[src/rtl/microwave_pkg.sv]
`default_nettype none
// ============================================================================
//  Module      : microwave_pkg
//  Description : Shared definitions for the microwave controller and display
//                path: 7-segment glyph constants, the binary-to-BCD converter
//                state type, and small combinational helpers.
//  Revision    : 1.0 - initial release
// ============================================================================
package microwave_pkg;

    // Number of binary input bits converted by the BCD converter.
    localparam int c_BIN_BITS = 7;

    // 7-segment glyphs, bit0 = a .. bit6 = g, active-high.
    localparam logic [6:0] c_SEG_BLANK = 7'h00;
    localparam logic [6:0] c_SEG_0     = 7'h3F;
    localparam logic [6:0] c_SEG_1     = 7'h06;
    localparam logic [6:0] c_SEG_2     = 7'h5B;
    localparam logic [6:0] c_SEG_3     = 7'h4F;
    localparam logic [6:0] c_SEG_4     = 7'h66;
    localparam logic [6:0] c_SEG_5     = 7'h6D;
    localparam logic [6:0] c_SEG_6     = 7'h7D;
    localparam logic [6:0] c_SEG_7     = 7'h07;
    localparam logic [6:0] c_SEG_8     = 7'h7F;
    localparam logic [6:0] c_SEG_9     = 7'h6F;

    // Converter sequencing: sample, shift 7 times, publish result.
    typedef enum logic [1:0] {
        IDLE  = 2'd0,
        SHIFT = 2'd1,
        DONE  = 2'd2
    } conv_state_t;

    // Glyph for one BCD digit; non-decimal codes render blank.
    function automatic logic [6:0] seg7_encode(input logic [3:0] digit);
        logic [6:0] seg;
        seg = c_SEG_BLANK;
        case (digit)
            4'd0: seg = c_SEG_0;
            4'd1: seg = c_SEG_1;
            4'd2: seg = c_SEG_2;
            4'd3: seg = c_SEG_3;
            4'd4: seg = c_SEG_4;
            4'd5: seg = c_SEG_5;
            4'd6: seg = c_SEG_6;
            4'd7: seg = c_SEG_7;
            4'd8: seg = c_SEG_8;
            4'd9: seg = c_SEG_9;
            default: seg = c_SEG_BLANK;
        endcase
        return seg;
    endfunction

    // Double-dabble correction: any nibble >= 5 gets +3 so that the
    // following left shift carries correctly into the next decade.
    function automatic logic [11:0] bcd_adjust(input logic [11:0] bcd);
        logic [11:0] adj;
        adj = bcd;
        for (int i = 0; i < 3; i++) begin
            if (bcd[i*4 +: 4] >= 4'd5) begin
                adj[i*4 +: 4] = bcd[i*4 +: 4] + 4'd3;
            end
        end
        return adj;
    endfunction

endpackage
`default_nettype wire

[src/rtl/bin2bcd_seq.sv]
`default_nettype none
// ============================================================================
//  Module      : bin2bcd_seq
//  Description : Sequential shift-add-3 binary to BCD converter for 0..127.
//                Runs continuously: IDLE samples bin, SHIFT performs seven
//                adjust+shift iterations, DONE publishes the result and
//                raises done for one cycle on the following cycle.
//  Ports       : clk, reset (async, active-high)
//                bin[6:0]                 - binary value to convert
//                hundreds/tens/units[3:0] - last completed result
//                done                     - one-cycle pulse when result updates
//  Revision    : 1.0 - initial release
// ============================================================================
module bin2bcd_seq
    import microwave_pkg::*;
(
    input  logic       clk,
    input  logic       reset,
    input  logic [6:0] bin,
    output logic [3:0] hundreds,
    output logic [3:0] tens,
    output logic [3:0] units,
    output logic       done
);

    localparam logic [2:0] c_LAST_ITER = 3'(c_BIN_BITS - 1);

    conv_state_t r_state;
    conv_state_t w_state_next;

    logic [6:0]  r_bin;    // binary bits still to be shifted in, MSB first
    logic [11:0] r_bcd;    // accumulating BCD digits {hundreds, tens, units}
    logic [2:0]  r_iter;

    always_ff @(posedge clk or posedge reset) begin
        if (reset) begin
            r_state <= IDLE;
        end else begin
            r_state <= w_state_next;
        end
    end

    always_comb begin
        w_state_next = r_state;
        case (r_state)
            IDLE:    w_state_next = SHIFT;
            SHIFT:   if (r_iter == c_LAST_ITER) w_state_next = DONE;
            DONE:    w_state_next = IDLE;
            default: w_state_next = IDLE;
        endcase
    end

    always_ff @(posedge clk or posedge reset) begin
        if (reset) begin
            r_bin    <= '0;
            r_bcd    <= '0;
            r_iter   <= '0;
            hundreds <= '0;
            tens     <= '0;
            units    <= '0;
            done     <= 1'b0;
        end else begin
            done <= 1'b0;
            case (r_state)
                IDLE: begin
                    // Input is captured once here; later changes wait for
                    // the next pass.
                    r_bin  <= bin;
                    r_bcd  <= '0;
                    r_iter <= '0;
                end
                SHIFT: begin
                    {r_bcd, r_bin} <= {bcd_adjust(r_bcd), r_bin} << 1;
                    r_iter         <= r_iter + 3'd1;
                end
                DONE: begin
                    hundreds <= r_bcd[11:8];
                    tens     <= r_bcd[7:4];
                    units    <= r_bcd[3:0];
                    done     <= 1'b1;
                end
                default: begin
                    r_iter <= '0;
                end
            endcase
        end
    end

endmodule
`default_nettype wire

[src/rtl/display_scanner.sv]
`default_nettype none
// ============================================================================
//  Module      : display_scanner
//  Description : Time-multiplexed driver for a 7-digit, 7-segment display:
//                four letter digits followed by hundreds/tens/units of the
//                remaining time, with per-slot dead time, leading-zero
//                blanking and frame-coherent content latching.
//  Ports       : clk, reset (async, active-high)
//                state_display1..4[6:0] - letter glyphs (bit0=a .. bit6=g)
//                time_display[6:0]      - remaining time, binary 0..127
//                seg[6:0]               - shared segment bus, active-high
//                digit_sel[6:0]         - one-hot digit enable, active-high
//  Revision    : 1.0 - initial release
// ============================================================================
module display_scanner
    import microwave_pkg::*;
#(
    parameter int SCAN_DIV     = 1000,
    parameter int BLANK_CYCLES = 2
) (
    input  logic       clk,
    input  logic       reset,
    input  logic [6:0] state_display1,
    input  logic [6:0] state_display2,
    input  logic [6:0] state_display3,
    input  logic [6:0] state_display4,
    input  logic [6:0] time_display,
    output logic [6:0] seg,
    output logic [6:0] digit_sel
);

    localparam logic [15:0] c_SLOT_LAST  = 16'(SCAN_DIV - 1);
    localparam logic [15:0] c_BLANK      = 16'(BLANK_CYCLES);
    localparam logic [2:0]  c_DIG_HUND   = 3'd4;
    localparam logic [2:0]  c_DIG_TENS   = 3'd5;
    localparam logic [2:0]  c_DIG_UNITS  = 3'd6;
    localparam logic [2:0]  c_DIGIT_LAST = 3'd6;

    logic [15:0]     r_slot;
    logic [2:0]      r_digit;
    logic            w_slot_wrap;
    logic            w_frame_wrap;

    logic [3:0]      w_conv_h;
    logic [3:0]      w_conv_t;
    logic [3:0]      w_conv_u;
    logic            w_conv_done;

    logic [3:0]      r_shadow_h;
    logic [3:0]      r_shadow_t;
    logic [3:0]      r_shadow_u;

    logic [3:0][6:0] r_disp_let;
    logic [3:0]      r_disp_h;
    logic [3:0]      r_disp_t;
    logic [3:0]      r_disp_u;

    logic [6:0]      w_seg;
    logic [6:0]      w_sel;
    logic [6:0]      r_seg;
    logic [6:0]      r_sel;

    bin2bcd_seq u_bin2bcd (
        .clk      (clk),
        .reset    (reset),
        .bin      (time_display),
        .hundreds (w_conv_h),
        .tens     (w_conv_t),
        .units    (w_conv_u),
        .done     (w_conv_done)
    );

    assign w_slot_wrap  = (r_slot == c_SLOT_LAST);
    assign w_frame_wrap = w_slot_wrap && (r_digit == c_DIGIT_LAST);

    // Slot timer and digit index.
    always_ff @(posedge clk or posedge reset) begin
        if (reset) begin
            r_slot  <= '0;
            r_digit <= '0;
        end else if (w_slot_wrap) begin
            r_slot  <= '0;
            r_digit <= (r_digit == c_DIGIT_LAST) ? 3'd0 : r_digit + 3'd1;
        end else begin
            r_slot <= r_slot + 16'd1;
        end
    end

    // Shadow holds the latest finished conversion until the next frame edge.
    always_ff @(posedge clk or posedge reset) begin
        if (reset) begin
            r_shadow_h <= '0;
            r_shadow_t <= '0;
            r_shadow_u <= '0;
        end else if (w_conv_done) begin
            r_shadow_h <= w_conv_h;
            r_shadow_t <= w_conv_t;
            r_shadow_u <= w_conv_u;
        end
    end

    // Content only changes at the 6->0 wrap so a frame never mixes old/new.
    always_ff @(posedge clk or posedge reset) begin
        if (reset) begin
            r_disp_let <= '0;
            r_disp_h   <= '0;
            r_disp_t   <= '0;
            r_disp_u   <= '0;
        end else if (w_frame_wrap) begin
            r_disp_let <= {state_display4, state_display3,
                           state_display2, state_display1};
            r_disp_h   <= r_shadow_h;
            r_disp_t   <= r_shadow_t;
            r_disp_u   <= r_shadow_u;
        end
    end

    always_comb begin
        w_seg = c_SEG_BLANK;
        w_sel = 7'b1 << r_digit;
        case (r_digit)
            3'd0, 3'd1, 3'd2, 3'd3: w_seg = r_disp_let[r_digit[1:0]];
            c_DIG_HUND:  w_seg = (r_disp_h == 4'd0) ? c_SEG_BLANK
                                                    : seg7_encode(r_disp_h);
            c_DIG_TENS:  w_seg = (r_disp_h == 4'd0 && r_disp_t == 4'd0)
                                 ? c_SEG_BLANK : seg7_encode(r_disp_t);
            c_DIG_UNITS: w_seg = seg7_encode(r_disp_u);
            default:     w_seg = c_SEG_BLANK;
        endcase
    end

    // Output register: one cycle behind the slot/index it reflects.
    always_ff @(posedge clk or posedge reset) begin
        if (reset) begin
            r_seg <= '0;
            r_sel <= '0;
        end else if (r_slot < c_BLANK) begin
            r_seg <= '0;
            r_sel <= '0;
        end else begin
            r_seg <= w_seg;
            r_sel <= w_sel;
        end
    end

    assign seg       = r_seg;
    assign digit_sel = r_sel;

endmodule
`default_nettype wire

[config.mk]
export PLATFORM = sky130hd
export DESIGN_NAME = display_scanner
export DESIGN_NICKNAME = d
export VERILOG_FILES = /design/src/rtl/microwave_pkg.sv /design/src/rtl/bin2bcd_seq.sv /design/src/rtl/display_scanner.sv
export SDC_FILE = /design/constraint.sdc
export NUM_CORES = 1
export LEC_CHECK = 0
export ABC_AREA = 1
export BUFFER_PORTS_ARGS = -buffer_cell sky130_fd_sc_hd__buf_2
export CORE_MARGIN = 5
export CORE_UTILIZATION = 30
export CTS_CLUSTER_DIAMETER = 50
export CTS_CLUSTER_SIZE = 30
export DETAILED_ROUTE_END_ITERATION = 16
export PLACE_DENSITY = 0.52
export SYNTH_ARGS = -nofsm -noshare
export SYNTH_HDL_FRONTEND = slang
export SYNTH_SLANG_ARGS = --single-unit
[constraint.sdc]
create_clock -name clk -period 10.7 [get_ports clk]
set_input_delay 2.14 -clock clk [delete_from_list [all_inputs] [get_ports clk]]
set_output_delay 2.14 -clock clk [all_outputs]
set_load 0.01 [all_outputs]
==> results.yml <==
run_status:
  status: "finished, final reports clean"
worst_setup_path:
  path_depth: 3
  path_class: "input pin to async pin"
  critical_path.top_delay_family: "buffers and inverters"
  r2r-end: "r_disp_let[5]"
  ff2ff_setup_slack_ns: 7.72
  slowest_stage: "buf_4"
  cp_data_required_time_ns: 11.19
  worstPathCellList: "buf_2 -> inv_4 -> buf_4"
  start_kind: "input pin"
  cp_num_buf_inv: 3
  cp_max_fo: 72
  worst_r2r_path_depth: 6
  cp-startpoint: "reset"
  r2r_start: "r_digit[0]"
  worstSetupEndpoint: "seg[5]"
  critPathCaptureType: "async pin"
  critPathMaxStageDelay_ns: 0.67
  cp.arrival_ns: 3.60
drt:
  wl_per_cell_um: 12.6
  ant_nets: 0
  drt_iter0_drc: 189
  drt-total-wl_mm: 13.7
  avgViaCountPerCell: 4.44
  vias: 4819
  drc: 0
  dr.pass1.iters: 4
sta:
  rsz0062_at_grt: "false"
  finalSetupViolCount: 0
  finalHoldViolations: 0
  skew_ns: 0.00805
  tns_ns: 0
  relSlewSlack_pct: 39.3
  drv_slew: 0
  layout_setup_ws_ns: 7.58
  min_period_ns: 3.12
  tightest_slew_ns: 0.910
  timing.final.crit_share_pct: 29.1
  max_freq_mhz: 321
synthesis:
  ys_types: 35
  synth_ff_type: "dfrtp_1"
  synthCells: 759
  seq_area_frac_synth_pct: 49.7
  synth_top_cell_area_share_pct: 49.7
  netlist_area_um2: 6140
  synth_enable_flop_cells: 0
  synthArstFlopShare_pct: 100
  synth_most_common_cell: "nand2_1"
  ys_seq_elements: 122
  yosysWarnings: 0
  synth_common_cells: "271 x nand2_1, 122 x dfrtp_1, 64 x inv_1"
  syn_nets: 821
  synth_top_area_cell: "dfrtp_1"
  synth_area_per_cell_um2: 8.09
  synth.area.top_cells: "dfrtp_1 50%, nand2_1 17%, ha_1 5.1%"
die:
  core_area_um2: 20200
  die_h_um: 153
  die_w_um: 153
  initial_core_util_pct: 30.4
  rows: 52
  io-pin-count: 51
  dieArea_um2: 23400
placement:
  dp.cells: 1054
  dpl_worst_slack_ns: 7.00
  hpwlAfterDp_mm: 9.26
  gp_congestion: 0.829
  port_buffers: 50
power_and_ir_drop:
  power_density_nw_per_um2: 154
  power.leakage_nw: 3.63
  peakVddDrop_mv: 0.0987
  power_mw: 1.11
clocking:
  cts_tree: "yes"
  clk_latency_ns: 0.42
  root_buffer: "clkbuf_16"
  h-tree-depth: 4
  path_clk_slew_ns: 0.05
  numCtsBuffers: 17
  clk_path_buf_depth: 2
  cts_resized: 0
  ctsHoldBuffers: 0
  cts.sinks: 122
  cts_setup_buffers: 0
global_routing:
  antenna_found_initial: 0
  grt_pass1_wl_mm: 23.6
  grt_use_total_pct: 12.1
  grt_max_degree: 73
  grt_overflow: 0
  grt_pass1_vias: 4730
finish:
  drive_gt1_share_pct: 13.4
  final_cells: 1086
  nets: 865
  syn_to_final_growth_pct: 17.7
  final_core_util_pct: 35.8
  num_antenna_cells: 0
  nFillCells: 2138
worst_hold_path:
  min_path_cells: 1
  min_path_type: "flop to flop"
run:
  cap_violations: 0
[cells by family (layout without fill, tap and decap cells)]
group	after synthesis	count (layout)	synth area share, %
AND/OR/NAND/NOR	437	437	30.1
flip-flops	122	122	49.7
buffers and inverters	98	155	6.40
AO/OA/AOI/OAI	55	55	5.01
adder cells (fa/ha/maj)	25	25	5.09
multiplexers	12	12	2.20
XOR/XNOR	10	10	1.43
[power by group]
group / internal (mW) / switching, mW / leakage (nW) / total [mW]
Clock: 0.368 / 0.213 / 0.284 / 0.581
Combinational: 0.0174 / 0.0196 / 1.90 / 0.0370
Sequential: 0.482 / 0.0116 / 1.44 / 0.494
Total: 0.868 / 0.244 / 3.63 / 1.11
[registers in the layout, summed over array words and instances, names as in the netlist, 7 cells and up]
name	flops
seg	7
digit_sel	7
u_bin2bcd.r_bin	7
u_bin2bcd.r_bcd	12
r_slot	16
r_disp_let	28
[layer usage]
metal,up-vias,track usage [%],share of wire [%]
li1,2538,-,-
met3,14,3.51,3.3
met5,-,0,0
met2,62,18.6,44
met4,0,3.56,1.1
met1,2205,16.7,52
[worst reg2reg max path, delay by kind of cell, from the launching register on]
kind                   cells  cell delay [ns]
and+or+nand+nor            5             1.62
DFF                        1             0.64
buffers and inverters      1             0.60
[placed cells by master (no fill, tap or decap), types with 4 or more instances in the layout]
master / synthesis / layout
nor3_1: 5 / 5
nand4_1: 43 / 43
mux2_2: 12 / 12
o21ai_0: 33 / 33
dfrtp_1: 122 / 122
or2_2: 5 / 5
nand3_1: 45 / 45
clkinv_4: 0 / 4
inv_1: 64 / 63
nand2_1: 271 / 271
xor2_1: 9 / 9
nor2_1: 63 / 63
ha_1: 25 / 25
a21oi_1: 7 / 7
inv_2: 5 / 5
buf_2: 14 / 50
clkbuf_16: 0 / 17
[through the flow]
stage / cell area (um^2) / hold slack (ns)
2_1_floorplan: 6140 / 0.433
3_3_place_gp: 6620 / 0.454
3_5_place_dp: 6620 / 0.460
4_1_cts: 7230 / 0.468
5_1_grt: 7230 / 0.492
6_report: 7230 / 0.464
[how the worst min path moves through the flow]
| stage | startpoint | to | slack (ns) |
|---|---|---|---|
| global placement | r_slot[0] | r_slot[0] | 0.45 |
| detailed placement | r_slot[0] | r_slot[0] | 0.46 |
| global route | u_bin2bcd.hundreds[1] | u_bin2bcd.hundreds[1] | 0.49 |
| floorplan | r_slot[0] | r_slot[0] | 0.43 |
| finish | r_slot[0] | r_slot[0] | 0.46 |
| CTS | r_slot[0] | r_slot[0] | 0.47 |
[layout make-up]
cell class / count / area (um^2) / share of cell area (%)
Inverter: 70 / 265 / 3.67
Multi-Input combinational cell: 539 / 2690 / 37.3
Sequential cell: 122 / 3050 / 42.3
Tap cell: 270 / 338 / 4.68
Timing Repair Buffer: 53 / 273 / 3.77
Clock inverter: 13 / 170 / 2.35
Clock buffer: 19 / 433 / 5.99
No activity file was read; power rests on OpenSTA's default activity.
